===== config.mk =====
export PLATFORM = sky130hd
export DESIGN_NAME = cb_packer_flat
export DESIGN_NICKNAME = d
export VERILOG_FILES = /design/src/rtl/cb_packer_if.sv /design/src/rtl/cb_packer.sv /design/src/flat_wrapper.sv
export SDC_FILE = /design/constraint.sdc
export NUM_CORES = 1
export LEC_CHECK = 0
export ABC_AREA = 1
export CAP_MARGIN = 10
export CORE_ASPECT_RATIO = 0.9
export CORE_UTILIZATION = 41
export DETAILED_ROUTE_END_ITERATION = 10
export SYNTH_ARGS = -nofsm -noshare
export SYNTH_HDL_FRONTEND = slang
export SYNTH_SLANG_ARGS = --single-unit

===== constraint.sdc =====
create_clock -name clk -period 10.9 [get_ports clk]
set_input_delay 2.18 -clock clk [delete_from_list [all_inputs] [get_ports clk]]
set_output_delay 2.18 -clock clk [all_outputs]
set_load 0.01 [all_outputs]

===== src/rtl/cb_packer_if.sv =====
// Code-block stream in, framed byte stream and block status out.
interface cb_packer_if;
    logic        cb_data;
    logic        start;
    logic        stop;
    logic        filling;
    logic        crc;
    logic        cb_size;
    logic        err_clr;
    logic [7:0]  out_data;
    logic        out_sop;
    logic        out_eop;
    logic        out_valid;
    logic        out_ready;
    logic        blk_done;
    logic [12:0] blk_len;
    logic [6:0]  blk_fill;
    logic        len_err;
    logic        crc_err;
    logic        proto_err;
    logic        ovf_err;

    modport master (
        output cb_data, start, stop, filling, crc, cb_size, err_clr, out_ready,
        input  out_data, out_sop, out_eop, out_valid,
        input  blk_done, blk_len, blk_fill, len_err, crc_err, proto_err, ovf_err
    );

    modport slave (
        input  cb_data, start, stop, filling, crc, cb_size, err_clr, out_ready,
        output out_data, out_sop, out_eop, out_valid,
        output blk_done, blk_len, blk_fill, len_err, crc_err, proto_err, ovf_err
    );
endinterface


===== src/rtl/cb_packer.sv =====
// Packs a serial code-block stream MSB-first into bytes, buffers them with
// sop/eop framing in a show-ahead FIFO and reports per-block length/CRC status.
module cb_packer #(
    parameter int unsigned K_PLUS     = 6144,
    parameter int unsigned K_MINUS    = 6080,
    parameter int unsigned FIFO_DEPTH = 16
) (
    input  logic       clk,
    input  logic       reset,
    cb_packer_if.slave bus
);
    localparam int unsigned AW = $clog2(FIFO_DEPTH);
    localparam int unsigned LW = 13;
    localparam int unsigned FW = 7;

    typedef enum logic {IDLE, IN_BLK} state_t;
    typedef struct packed {
        logic       sop;
        logic       eop;
        logic [7:0] data;
    } entry_t;

    state_t        state_q, state_d;
    logic [7:0]    byte_q, byte_d;
    logic [2:0]    idx_q, idx_d;
    logic          sop_pend_q, sop_pend_d;
    logic          size_q, size_d;
    logic [LW-1:0] len_q, len_d, crc_q, crc_d;
    logic [FW-1:0] fill_q, fill_d;
    logic          seen_q, seen_d, order_q, order_d;
    logic          done_q, done_d;
    logic [LW-1:0] blk_len_q, blk_len_d;
    logic [FW-1:0] blk_fill_q, blk_fill_d;
    logic          len_err_q, len_err_d, crc_err_q, crc_err_d;
    logic          proto_q, proto_d, ovf_q, ovf_d;
    entry_t        mem_q [FIFO_DEPTH];
    logic [AW-1:0] wr_ptr_q, wr_ptr_d, rd_ptr_q, rd_ptr_d;
    logic [AW:0]   cnt_q, cnt_d;
    logic          valid_q, valid_d;

    logic          accept, first, proto_set, wr_req, sop_now;
    entry_t        wr_entry, head;
    logic [7:0]    base_byte, cur_byte;
    logic [2:0]    base_idx;
    logic [LW-1:0] len_nx, crc_nx;
    logic [FW-1:0] fill_nx;
    logic          seen_nx, order_nx, size_nx;
    logic          rd_en, full, wr_ok, ovf_set;

    // Block framing FSM plus bit packing, counters and end-of-block status.
    always_comb begin
        state_d    = state_q;
        byte_d     = byte_q;
        idx_d      = idx_q;
        sop_pend_d = sop_pend_q;
        size_d     = size_q;
        len_d      = len_q;
        crc_d      = crc_q;
        fill_d     = fill_q;
        seen_d     = seen_q;
        order_d    = order_q;
        done_d     = 1'b0;
        blk_len_d  = blk_len_q;
        blk_fill_d = blk_fill_q;
        len_err_d  = len_err_q;
        crc_err_d  = crc_err_q;
        accept     = 1'b0;
        first      = 1'b0;
        proto_set  = 1'b0;
        wr_req     = 1'b0;
        wr_entry   = '0;
        sop_now    = 1'b0;
        base_byte  = '0;
        base_idx   = '0;
        cur_byte   = '0;
        len_nx     = '0;
        crc_nx     = '0;
        fill_nx    = '0;
        seen_nx    = 1'b0;
        order_nx   = 1'b0;
        size_nx    = 1'b0;

        case (state_q)
            IDLE: begin
                if (bus.start) begin
                    accept = 1'b1;
                    first  = 1'b1;
                    if (!bus.stop) state_d = IN_BLK;
                end else if (bus.stop) begin
                    proto_set = 1'b1;
                end
            end
            IN_BLK: begin
                accept = 1'b1;
                if (bus.start) proto_set = 1'b1;
                if (bus.stop)  state_d   = IDLE;
            end
            default: state_d = IDLE;
        endcase

        if (accept) begin
            base_byte = first ? 8'h00 : byte_q;
            base_idx  = first ? 3'd0 : idx_q;
            sop_now   = first | sop_pend_q;
            cur_byte  = base_byte;
            cur_byte[3'd7 - base_idx] = bus.cb_data;
            len_nx   = first ? LW'(1) : ((&len_q) ? len_q : len_q + LW'(1));
            fill_nx  = first ? FW'(bus.filling)
                             : ((&fill_q) ? fill_q : fill_q + FW'(bus.filling));
            crc_nx   = first ? LW'(bus.crc)
                             : ((&crc_q) ? crc_q : crc_q + LW'(bus.crc));
            order_nx = first ? 1'b0 : (order_q | (seen_q & ~bus.crc));
            seen_nx  = (first ? 1'b0 : seen_q) | bus.crc;
            size_nx  = first ? bus.cb_size : size_q;

            len_d   = len_nx;
            crc_d   = crc_nx;
            fill_d  = fill_nx;
            order_d = order_nx;
            seen_d  = seen_nx;
            size_d  = size_nx;

            // Emit on a full byte or on the last bit (left-aligned, zero padded).
            if (base_idx == 3'd7 || bus.stop) begin
                wr_req     = 1'b1;
                wr_entry   = '{sop: sop_now, eop: bus.stop, data: cur_byte};
                byte_d     = 8'h00;
                idx_d      = 3'd0;
                sop_pend_d = 1'b0;
            end else begin
                byte_d     = cur_byte;
                idx_d      = base_idx + 3'd1;
                sop_pend_d = sop_now;
            end

            if (bus.stop) begin
                done_d     = 1'b1;
                blk_len_d  = len_nx;
                blk_fill_d = fill_nx;
                len_err_d  = len_nx != (size_nx ? LW'(K_PLUS) : LW'(K_MINUS));
                crc_err_d  = (crc_nx != LW'(0) && crc_nx != LW'(24)) || order_nx;
            end
        end
    end

    // FIFO bookkeeping and sticky error flags (set wins over clear).
    always_comb begin
        rd_en    = valid_q && bus.out_ready;
        full     = cnt_q == (AW+1)'(FIFO_DEPTH);
        wr_ok    = wr_req && (!full || rd_en);
        ovf_set  = wr_req && full && !rd_en;
        cnt_d    = cnt_q + (AW+1)'(wr_ok) - (AW+1)'(rd_en);
        wr_ptr_d = wr_ok ? wr_ptr_q + AW'(1) : wr_ptr_q;
        rd_ptr_d = rd_en ? rd_ptr_q + AW'(1) : rd_ptr_q;
        valid_d  = cnt_d != '0;
        proto_d  = (proto_q & ~bus.err_clr) | proto_set;
        ovf_d    = (ovf_q & ~bus.err_clr) | ovf_set;
    end

    // State, counter, status and FIFO pointer registers.
    always_ff @(posedge clk or posedge reset) begin
        if (reset) begin
            state_q    <= IDLE;
            byte_q     <= '0;
            idx_q      <= '0;
            sop_pend_q <= 1'b0;
            size_q     <= 1'b0;
            len_q      <= '0;
            crc_q      <= '0;
            fill_q     <= '0;
            seen_q     <= 1'b0;
            order_q    <= 1'b0;
            done_q     <= 1'b0;
            blk_len_q  <= '0;
            blk_fill_q <= '0;
            len_err_q  <= 1'b0;
            crc_err_q  <= 1'b0;
            proto_q    <= 1'b0;
            ovf_q      <= 1'b0;
            wr_ptr_q   <= '0;
            rd_ptr_q   <= '0;
            cnt_q      <= '0;
            valid_q    <= 1'b0;
        end else begin
            state_q    <= state_d;
            byte_q     <= byte_d;
            idx_q      <= idx_d;
            sop_pend_q <= sop_pend_d;
            size_q     <= size_d;
            len_q      <= len_d;
            crc_q      <= crc_d;
            fill_q     <= fill_d;
            seen_q     <= seen_d;
            order_q    <= order_d;
            done_q     <= done_d;
            blk_len_q  <= blk_len_d;
            blk_fill_q <= blk_fill_d;
            len_err_q  <= len_err_d;
            crc_err_q  <= crc_err_d;
            proto_q    <= proto_d;
            ovf_q      <= ovf_d;
            wr_ptr_q   <= wr_ptr_d;
            rd_ptr_q   <= rd_ptr_d;
            cnt_q      <= cnt_d;
            valid_q    <= valid_d;
        end
    end

    // FIFO storage; cleared on reset so the idle head reads as zero.
    always_ff @(posedge clk or posedge reset) begin
        if (reset) begin
            for (int i = 0; i < int'(FIFO_DEPTH); i++) mem_q[i] <= '0;
        end else if (wr_ok) begin
            mem_q[wr_ptr_q] <= wr_entry;
        end
    end

    assign head          = mem_q[rd_ptr_q];
    assign bus.out_data  = head.data;
    assign bus.out_sop   = head.sop;
    assign bus.out_eop   = head.eop;
    assign bus.out_valid = valid_q;
    assign bus.blk_done  = done_q;
    assign bus.blk_len   = blk_len_q;
    assign bus.blk_fill  = blk_fill_q;
    assign bus.len_err   = len_err_q;
    assign bus.crc_err   = crc_err_q;
    assign bus.proto_err = proto_q;
    assign bus.ovf_err   = ovf_q;
endmodule


===== src/flat_wrapper.sv =====
// flat-port wrapper written by rule: the top's interface ports become plain ports
module cb_packer_flat 
#(
    parameter int unsigned K_PLUS     = 6144,
    parameter int unsigned K_MINUS    = 6080,
    parameter int unsigned FIFO_DEPTH = 16
)
  (clk, reset, bus_cb_data, bus_start, bus_stop, bus_filling, bus_crc, bus_cb_size, bus_err_clr, bus_out_ready, bus_out_data, bus_out_sop, bus_out_eop, bus_out_valid, bus_blk_done, bus_blk_len, bus_blk_fill, bus_len_err, bus_crc_err, bus_proto_err, bus_ovf_err);
  cb_packer_if bus_i ();
  input  logic clk;
  input  logic reset;
  input wire logic [$bits(bus_i.cb_data)-1:0] bus_cb_data;
  input wire logic [$bits(bus_i.start)-1:0] bus_start;
  input wire logic [$bits(bus_i.stop)-1:0] bus_stop;
  input wire logic [$bits(bus_i.filling)-1:0] bus_filling;
  input wire logic [$bits(bus_i.crc)-1:0] bus_crc;
  input wire logic [$bits(bus_i.cb_size)-1:0] bus_cb_size;
  input wire logic [$bits(bus_i.err_clr)-1:0] bus_err_clr;
  input wire logic [$bits(bus_i.out_ready)-1:0] bus_out_ready;
  output wire logic [$bits(bus_i.out_data)-1:0] bus_out_data;
  output wire logic [$bits(bus_i.out_sop)-1:0] bus_out_sop;
  output wire logic [$bits(bus_i.out_eop)-1:0] bus_out_eop;
  output wire logic [$bits(bus_i.out_valid)-1:0] bus_out_valid;
  output wire logic [$bits(bus_i.blk_done)-1:0] bus_blk_done;
  output wire logic [$bits(bus_i.blk_len)-1:0] bus_blk_len;
  output wire logic [$bits(bus_i.blk_fill)-1:0] bus_blk_fill;
  output wire logic [$bits(bus_i.len_err)-1:0] bus_len_err;
  output wire logic [$bits(bus_i.crc_err)-1:0] bus_crc_err;
  output wire logic [$bits(bus_i.proto_err)-1:0] bus_proto_err;
  output wire logic [$bits(bus_i.ovf_err)-1:0] bus_ovf_err;
  assign bus_i.cb_data = bus_cb_data;
  assign bus_i.start = bus_start;
  assign bus_i.stop = bus_stop;
  assign bus_i.filling = bus_filling;
  assign bus_i.crc = bus_crc;
  assign bus_i.cb_size = bus_cb_size;
  assign bus_i.err_clr = bus_err_clr;
  assign bus_i.out_ready = bus_out_ready;
  assign bus_out_data = bus_i.out_data;
  assign bus_out_sop = bus_i.out_sop;
  assign bus_out_eop = bus_i.out_eop;
  assign bus_out_valid = bus_i.out_valid;
  assign bus_blk_done = bus_i.blk_done;
  assign bus_blk_len = bus_i.blk_len;
  assign bus_blk_fill = bus_i.blk_fill;
  assign bus_len_err = bus_i.len_err;
  assign bus_crc_err = bus_i.crc_err;
  assign bus_proto_err = bus_i.proto_err;
  assign bus_ovf_err = bus_i.ovf_err;
  cb_packer #(.K_PLUS(K_PLUS), .K_MINUS(K_MINUS), .FIFO_DEPTH(FIFO_DEPTH)) u_core (.clk(clk), .reset(reset), .bus(bus_i));
endmodule

After elaboration in Yosys (flattened, before gate mapping)
Cells that the tools add are included.

Word-level logic and storage cells: 156. Input bits: 10. Output and inout port bits: 36. Flip-flop bits (word level): 248.

$lt $le $gt $ge: 5. Equal/unequal tests: 4. Muxes and demuxes: 38. Add/sub/neg operators: 9. Reductions and logical operators: 18. Bitwise gates (word level): 13.

Operators with widths (count): $bwmux W160 (1); $mux W13 (4); $mux W10 (5); $bmux W10 S4 (1); $demux W10 S4 (1); $reduce_and A13 Y1 (2); $mux W8 (2); $mux W1 (14); $mux W7 (2); $add A13 B1 Y13 (1); $add A13 B1 Y13 const B (1); $ne A13 B13 Y1 (1); $ne A13 B5 Y1 const B (1); $reduce_bool A13 Y1 (1); $mux W12 (1); $ge A5 B5 Y1 const B (2); $not A4 Y5 (2); $add A4 B1 Y4 const B (2); $bwmux W8 (1); $add A7 B1 Y7 (1); $logic_and A1 B1 Y1 (7); $reduce_and A7 Y1 (1); $mux W3 (2); $pmux W1 S2 (3); 17 further kinds (28).

Depth between registers and ports, before layout
Gate-level depths: netlist of run 1.

Depth in word-level cells: 12. Gate-level depth with buffers: 19. Gate-level depth less buffers: 17.

Worst setup path before layout of run 1
No wires, ideal clock.

Kind: input to register. Start: in bus_start. End: reg u_core.valid_q, in the netlist u_core.bus.out_valid. Required time: 10.771 ns. Stages on the path: 16. Arrival: 4.488 ns. Setup slack: 6.283 ns. Cells stage by stage: nand2_4 inv_4 buf_6 nor2_2 ha_1 ha_1 nor2_1 nor2_4 buf_6 nand2_4 inv_6 ha_1 fa_1 xor2_1 nor4_1 nand2_1.

Cells in the longest elaborated chain, start to end: 11. Elaborated cells on any way between the ends: 12.

Ends and longest elaborated chain: start: declaration (RTL line flat_wrapper.sv:13) `input wire logic [$bits(bus_i.start)-1:0] bus_start;`; $mux W1 (*) (RTL line cb_packer.sv:85) `if (bus.start) begin`; $mux W1 (RTL line cb_packer.sv:83) `case (state_q)`; $mux W3 (RTL line cb_packer.sv:103) `base_idx = first ? 3'd0 : idx_q;`; $eq A3 B3 Y1 (RTL line cb_packer.sv:124) `if (base_idx == 3'd7 || bus.stop) begin`; $logic_or A1 B1 Y1 (RTL line cb_packer.sv:124); $mux W1 (RTL line cb_packer.sv:124); $mux W1 (*) (RTL line cb_packer.sv:101) `if (accept) begin`; $logic_and A1 B1 Y1 (*) (RTL line cb_packer.sv:150) `wr_ok = wr_req && (!full || rd_en);`; $add A5 B1 Y5 (*) (RTL line cb_packer.sv:152) `cnt_d = cnt_q + (AW+1)'(wr_ok) - (AW+1)'(rd_en);`; $sub A5 B1 Y5 (*) (RTL line cb_packer.sv:152); net u_core.cnt_d[2] (RTL line cb_packer.sv:38) `logic [AW:0] cnt_q, cnt_d;`; $reduce_bool A5 Y1 (*) (RTL line cb_packer.sv:155) `valid_d = cnt_d != '0;`; net u_core.valid_d (RTL line cb_packer.sv:39) `logic valid_q, valid_d;`; end signal: assignment (RTL line cb_packer.sv:205) `valid_q <= valid_d;`; end: declaration (RTL line cb_packer.sv:39).

Mark *: on every way through the listed nets, which the timed path passes. The rest lies on a longest branch. A chain may end at the register's enable or synchronous reset.

Worst setup path in the final report of run 1
Start: reg u_core.rd_ptr_q[0]. End: out bus_out_data[7].

Cells in the longest elaborated chain, start to end: 4.

Ends and longest elaborated chain: start: declaration (RTL line cb_packer.sv:37) `logic [AW-1:0] wr_ptr_q, wr_ptr_d, rd_ptr_q, rd_ptr_d;`; start signal: assignment (RTL line cb_packer.sv:203) `rd_ptr_q <= rd_ptr_d;`; $not A4 Y5 (not written as such) (RTL line cb_packer.sv:218) `assign head = mem_q[rd_ptr_q];`; $bmux W10 S4 (RTL line cb_packer.sv:218); $mux W10 (not written as such) (2 in series) (RTL line cb_packer.sv:218); end: declaration (RTL line flat_wrapper.sv:20) `output wire logic [$bits(bus_i.out_data)-1:0] bus_out_data;`.

Every way passes these cells. The select of a mux whose other input is x is not followed.

==> out/metrics.cfg, run 1 <==
[clock_tree]
cts_buffers = 27
postCtsSetupBuffers = 0
htreeDepth = 1
clockBufferDepth = 3
postCtsHoldBufs = 0
cts_resized = 0
cts_num_sinks = 248
clkTransAtPathRegs_ns = 0.06
tritoncts = built
root_buffer = clkbuf_16
clk_latency_ns = 0.55

[floorplanning]
coreArea_um2 = 29160
die_area_um2 = 30580
ios = 46
die-height_um = 166.0
die_w_um = 184.2
rows = 59
start_util = 0.4202

[finish]
multi_input_area_um2 = 5266
final_area_um2 = 13880
final_nets = 1460
finalNonFillerCells = 1848
seq_area_um2 = 6207
fin_util = 0.4761
antenna_cells = 0
syn2layout_area_growth_pct = 13.31
nFillCells = 2817
drive_above_1_share = 0.1067

[drt]
drt-initial-drc-count = 818
routed_wl_um = 31010
wire_per_inst_um = 16.78
via_per_inst = 5.305
final_antenna_net_count = 0
drc_errors = 0
dr.pass1.iters = 5
via_count = 9803

[synthesis]
synthTopCellsByArea = dfrtp_1 51%, nand2_1 10%, o21ai_0 7.0%
yosys-mux-area-fraction = 0
yosys.area_share.adder = 0.02002
synth_seq_area_share = 0.5065
ys_ff_latch = 248
postSynthAreaPerCell_um2 = 8.538
ys_async_sr_fraction = 1.000
netlist_top_cells_count = 341 x nand2_1, 248 x dfrtp_1, 171 x o21ai_0, 129 x nor2_1, 102 x o21ai_1
synth_top_area_frac = 0.5065
synthXorXnorAreaFrac = 0.01287
syn_area_um2 = 12250
synthMostInstantiatedCell = nand2_1
synth.distinct_cells = 42
synthSimpleGateAreaFrac = 0.2036
syn_nets = 1464
yosysWarningCount = 0
synth_top_area_cell = dfrtp_1
synth_top_family_by_area = simple AND/OR/NAND/NOR gates
synth-edff-count = 0
synthCells = 1435
synth_compound_area_frac = 0.1929
synthFlopType = dfrtp_1

[run_status]
status = finished clean

[sta]
hold_viol = 0
whs_ns = 0.4748
finalClockSkew_ns = 0.01898
max_slew.worst_pin.slew_ns = 0.9335
maxSlewHeadroom = 0.3776
slew_viol_final = 0
timing.fmax_ghz = 0.1633
worst_slack_ns = 4.777
fin_crit_sh = 0.5618
fin_setup_tns_ns = 0
setup_viol = 0
grt_setup_unrepaired = no
fin_crit_ns = 6.123

[placed_design]
place_inst = 1798
hpwl_um = 19320
place.gp.congestion = 0.8376
dp_slack_ns = 5.182
port_buffers = 45
dpl_cell_area_um2 = 12820

[power_and_ir_drop]
pwr_density_cell_nw_per_um2 = 236.1
p_leak_nw = 6.059
p_total_mw = 3.277
irDropWorstVdd_mv = 0.1295

[grt]
antenna_found_initial = 0
gr-usage-all-layers = 0.2106
overflow = 0
grt_pass1_wl_um = 51230
grt_pass1_vias = 9294
grt_max_degree = 132

[worst_setup_path]
rrSetupSlack_ns = 7.08
max_stage_delay_ns = 0.66
path_cells = buf_4 -> inv_2 -> buf_4 -> o21ai_0 -> o22ai_1 -> o211ai_1 -> nand2_1 -> clkdlybuf4s50_1
reg2regPathDepth = 15
worstSetupPathType = register to output port
crit_end = bus_out_data[7]
critPathLaunchType = register
end_kind = output port
cp_common_cell = buf_4
r2r_start = u_core.state_q
worstSetupStartpoint = u_core.rd_ptr_q[0]
critPathSlowestCell = buf_4
r2r_end = u_core.mem_q[6]
crit_required_ns = 8.72
critPathArrivalTime_ns = 3.94
cp_max_fo = 83

[flow_run]
drv_cap = 0

[hold_path]
hold_path.class = register to register

logic make-up after synthesis:
logic type                 Yosys count
and+or+nand+nor                    584
adders and majority gates           19
xor gates and xnor gates            18
buffers and inverters              170
AOI/OAI and AO/OA                  396
DFF                                248
where the power goes:
part | internal (mW) | total, mW | switching, mW
Clock | 0.681 | 1.06 | 0.384
Combinational | 0.376 | 1.06 | 0.683
Sequential | 1.06 | 1.15 | 0.0937
Total | 2.12 | 3.28 | 1.16
registers in the layout, indices dropped and copies added, names as in the netlist, 3 cells and up:
register / cells
u_core.idx_q: 3
u_core.wr_ptr_q: 4
u_core.len_q: 13
u_core.fill_q: 7
u_core.rd_ptr_q: 4
u_core.cnt_q: 5
u_core.crc_q: 13
u_core.bus.blk_fill: 7
u_core.mem_q: 160
u_core.byte_q: 8
u_core.bus.blk_len: 13
cells in the final DEF, fill, tap and decap left out, types with 2 or more instances in the layout:
master,count
a21oi_1,9
a22o_1,8
buf_4,10
bufinv_16,7
clkbuf_16,27
clkbuf_8,9
clkdlybuf4s50_1,45
clkinv_2,6
dfrtp_1,247
ha_1,18
inv_1,67
inv_2,9
inv_4,3
nand2_1,341
nand2_2,10
nand2_4,4
nand3_1,59
nand3b_1,5
nand4_1,12
nor2_1,129
nor2_2,3
nor2_4,9
nor2_8,2
nor3_1,5
o211ai_1,10
o21ai_0,171
o21ai_1,102
o21ai_2,50
o221ai_1,31
o22ai_1,12
xnor2_1,2
xor2_1,16
worst min-delay path by stage:
stage | startpoint | end | slack (ns) | depth (start not counted)
final | u_core.mem_q[146] | u_core.mem_q[146] | 0.47 | 2
after global routing | u_core.mem_q[66] | u_core.mem_q[66] | 0.50 | 2
after CTS | u_core.mem_q[66] | u_core.mem_q[66] | 0.48 | 2
after detailed placement | u_core.mem_q[66] | u_core.mem_q[66] | 0.46 | 2
after global placement | u_core.mem_q[56] | u_core.mem_q[56] | 0.46 | 2
after floorplan | u_core.seen_q | u_core.seen_q | 0.45 | 2
layout make-up:
| type | count | share of cell area |
|---|---|---|
| flip-flops and latches | 248 | 0.4471 |
| multi-input cells | 1017 | 0.3794 |
| clock buffers | 36 | 0.05759 |
| repair buffers | 55 | 0.03785 |
| well taps | 396 | 0.03569 |
| inverters | 82 | 0.02361 |
| clock inverters | 14 | 0.01875 |
worst max-delay path, delay by kind of cell (launching register included):
kind,cells,cell delay [ns]
simple gates,1,0.17
buf+inv,4,2.13
flops,1,0.34
compound gates,3,0.71
metal layers:
metal,vias up,global-route usage,share of wire
met3,32,0.02500,0.046
met5,-,0,0
met4,0,0.03986,0.014
met1,4736,0.3167,0.49
li1,4819,-,-
met2,216,0.3274,0.45
No activity file was read; power rests on OpenSTA's default activity.
==> run 2, diff against run 1 <==
==> constraint.sdc (replaced) <==
create_clock -name clk -period 5.9 [get_ports clk]
set_input_delay 1.18 -clock clk [delete_from_list [all_inputs] [get_ports clk]]
set_output_delay 1.18 -clock clk [all_outputs]
set_load 0.01 [all_outputs]
==> run 2 against run 1 <==
Clock skew decreased by 0.0090 ns. Power increased by 78%. Wire length up 1.1%. Critical path depth is 1 lower. Register-to-register slack worse by 5.0 ns. Clock power increased by 63%. Highest routed layer unchanged. Flip-flop and latch count stayed put. Combinational power is 85% higher. Count of clock-buffer cells in the layout rose by 7. Setup slack lost 3.3 ns. Final area down 0.76%. First-iteration DRC count down 0.12%.
==> out/metrics.cfg, run 2 (synthesized netlist as in run 1, its figures left out) <==
[sta]
hold_viol = 0  ; unchanged
maxSlewHeadroom = 0.3493  ; was 0.3776
max_slew.worst_pin.slew_ns = 0.9750  ; was 0.9335 ns
timing.fmax_ghz = 0.2276
fin_crit_ns = 4.394
slew_viol_final = 0  ; unchanged
grt_setup_unrepaired = no  ; unchanged
finalClockSkew_ns = 0.009935  ; was 0.01898 ns
fin_setup_tns_ns = 0  ; unchanged
fin_crit_sh = 0.7448
setup_viol = 0  ; unchanged

[grt]
grt_pass1_wl_um = 52010  ; was 51230 µm
grt_pass1_vias = 9559  ; was 9294
gr-usage-all-layers = 0.2129  ; was 0.2106
grt_max_degree = 83  ; was 132
overflow = 0  ; unchanged
antenna_found_initial = 0  ; unchanged

[clock_tree]
htreeDepth = 1  ; unchanged
postCtsSetupBuffers = 0  ; unchanged
cts_buffers = 28  ; was 27
postCtsHoldBufs = 0  ; unchanged
clk_latency_ns = 0.54  ; was 0.55 ns
root_buffer = clkbuf_16  ; unchanged
cts_resized = 0  ; unchanged
clkTransAtPathRegs_ns = 0.06  ; about the same
tritoncts = built  ; unchanged
cts_num_sinks = 248  ; unchanged
clockBufferDepth = 3  ; unchanged

[worst_setup_path]
worstSetupPathType = register to output port  ; unchanged
critPathArrivalTime_ns = 3.21  ; was 3.94 ns
cp_max_fo = 24  ; was 83
r2r_start = u_core.state_q  ; unchanged
reg2regPathDepth = 15  ; unchanged
end_kind = output port  ; unchanged
max_stage_delay_ns = 0.65  ; was 0.66 ns
crit_required_ns = 4.72  ; was 8.72 ns
r2r_end = u_core.bus.out_valid  ; was u_core.mem_q[6]
path_cells = inv_1 -> buf_4 -> o21ai_0 -> o221ai_1 -> o211ai_1 -> nand2_1 -> clkdlybuf4s50_1  ; was buf_4 -> inv_2 -> buf_4 -> o21ai_0 -> o22ai_1 -> o211ai_1 -> nand2_1 -> clkdlybuf4s50_1
critPathLaunchType = register  ; unchanged
critPathSlowestCell = inv_1  ; was buf_4
rrSetupSlack_ns = 2.13  ; was 7.08 ns

[placed_design]
port_buffers = 45  ; unchanged
place.gp.congestion = 0.8389  ; was 0.8376
hpwl_um = 19740  ; was 19320 µm
dpl_cell_area_um2 = 12860  ; was 12820 µm²
place_inst = 1801  ; was 1798

[finish]
final_area_um2 = 13780  ; was 13880 µm²
regMostFlops = u_core.mem_q  ; unchanged
finalNonFillerCells = 1852  ; was 1848
multi_input_area_um2 = 5270  ; was 5266 µm²
final_nets = 1464  ; was 1460
seq_area_um2 = 6207  ; unchanged
antenna_cells = 0  ; unchanged
drive_above_1_share = 0.1051  ; was 0.1067
mostFrequentLayoutCells = 341 x nand2_1, 247 x dfrtp_1, 171 x o21ai_0, 129 x nor2_1, 101 x o21ai_1  ; was 341 x nand2_1, 247 x dfrtp_1, 171 x o21ai_0, 129 x nor2_1, 102 x o21ai_1
largest_register_ffs = 160  ; unchanged
layout_commonest_cell = nand2_1  ; unchanged
syn2layout_area_growth_pct = 12.45  ; was 13.31%
nFillCells = 2810  ; was 2817

[drt]
via_count = 9779  ; was 9803
final_antenna_net_count = 0  ; unchanged
via_per_inst = 5.280  ; was 5.305
drc_errors = 0  ; unchanged
dr.pass1.iters = 7  ; was 5
routed_wl_um = 31340  ; was 31010 µm
wire_per_inst_um = 16.92  ; was 16.78 µm
drt-initial-drc-count = 817  ; was 818

[hold_path]
hold_end = u_core.mem_q[133]  ; was u_core.mem_q[146]
hold_path.class = register to register  ; unchanged
hp-start = u_core.mem_q[133]  ; was u_core.mem_q[146]
hold_depth = 2  ; unchanged

[floorplanning]
rows = 59  ; unchanged
die_area_um2 = 30580  ; unchanged
ios = 46  ; unchanged
start_util = 0.4202  ; unchanged
die_w_um = 184.2  ; unchanged
coreArea_um2 = 29160  ; unchanged
die-height_um = 166.0  ; unchanged

[run_status]
status = finished clean  ; unchanged

[flow_run]
drv_cap = 0  ; unchanged

[power_and_ir_drop]
pwr_density_cell_nw_per_um2 = 423.1  ; was 236.1 nW/µm²
p_leak_nw = 5.998  ; was 6.059 nW
irDropWorstVdd_mv = 0.2196  ; was 0.1295 mV

==> run 2: worst max-delay path: cells and delay by family, from the launching register on <==
kind	cells	cell delay, ns
buffers and inverters	3	1.58
AO/OA/AOI/OAI	3	0.52
flip-flops	1	0.39
AND/OR/NAND/NOR	1	0.18
==> run 2: through the flow <==
| step | total power, mW | utilization | setup slack, ns | hold slack, ns |
|---|---|---|---|---|
| after floorplan | 3.453 | - | 1.460 | 0.4475 |
| after global placement | 4.100 | 0.4409 | 1.233 | 0.4607 |
| after detailed placement | 4.128 | 0.4409 | 1.148 | 0.4624 |
| after CTS | 5.877 | 0.4725 | 1.448 | 0.4772 |
| after global routing | 6.201 | 0.4725 | 1.325 | 0.4921 |
| final | 5.829 | 0.4725 | 1.506 | 0.4749 |
==> run 2: area by class of cell <==
class | count | area share
Sequential cell | 248 | 0.4505
Multi-Input combinational cell | 1017 | 0.3825
Clock buffer | 43 | 0.06157
Timing Repair Buffer | 58 | 0.04069
Tap cell | 396 | 0.03596
Inverter | 82 | 0.02352
Clock inverter | 8 | 0.005177
==> run 2: worst max path at each step <==
stage | start | depth (start not counted) | end
global placement | bus_start | 15 | u_core.bus.out_valid
detailed placement | bus_start | 15 | u_core.bus.out_valid
global route | u_core.rd_ptr_q[1] | 7 | bus_out_data[7]
floorplan | reset | 1 | u_core.bus.blk_done
finish | u_core.rd_ptr_q[1] | 7 | bus_out_data[7]
CTS | u_core.rd_ptr_q[1] | 7 | bus_out_data[7]
==> run 2: report_power, final <==
part	switching, mW	total, mW	leakage [nW]	internal (mW)
logic	1.26	1.96	2.19	0.701
clock network	0.704	1.73	0.454	1.03
registers	0.174	2.13	3.35	1.96
total	2.14	5.83	6.00	3.69
==> run 2: metal layers <==
| layer | global-route usage | routed length, µm |
|---|---|---|
| met1 | 0.3160 | 15300 |
| met2 | 0.3243 | 13920 |
| met3 | 0.03136 | 1440 |
| met4 | 0.05543 | 680 |
| met5 | 0 | 0 |
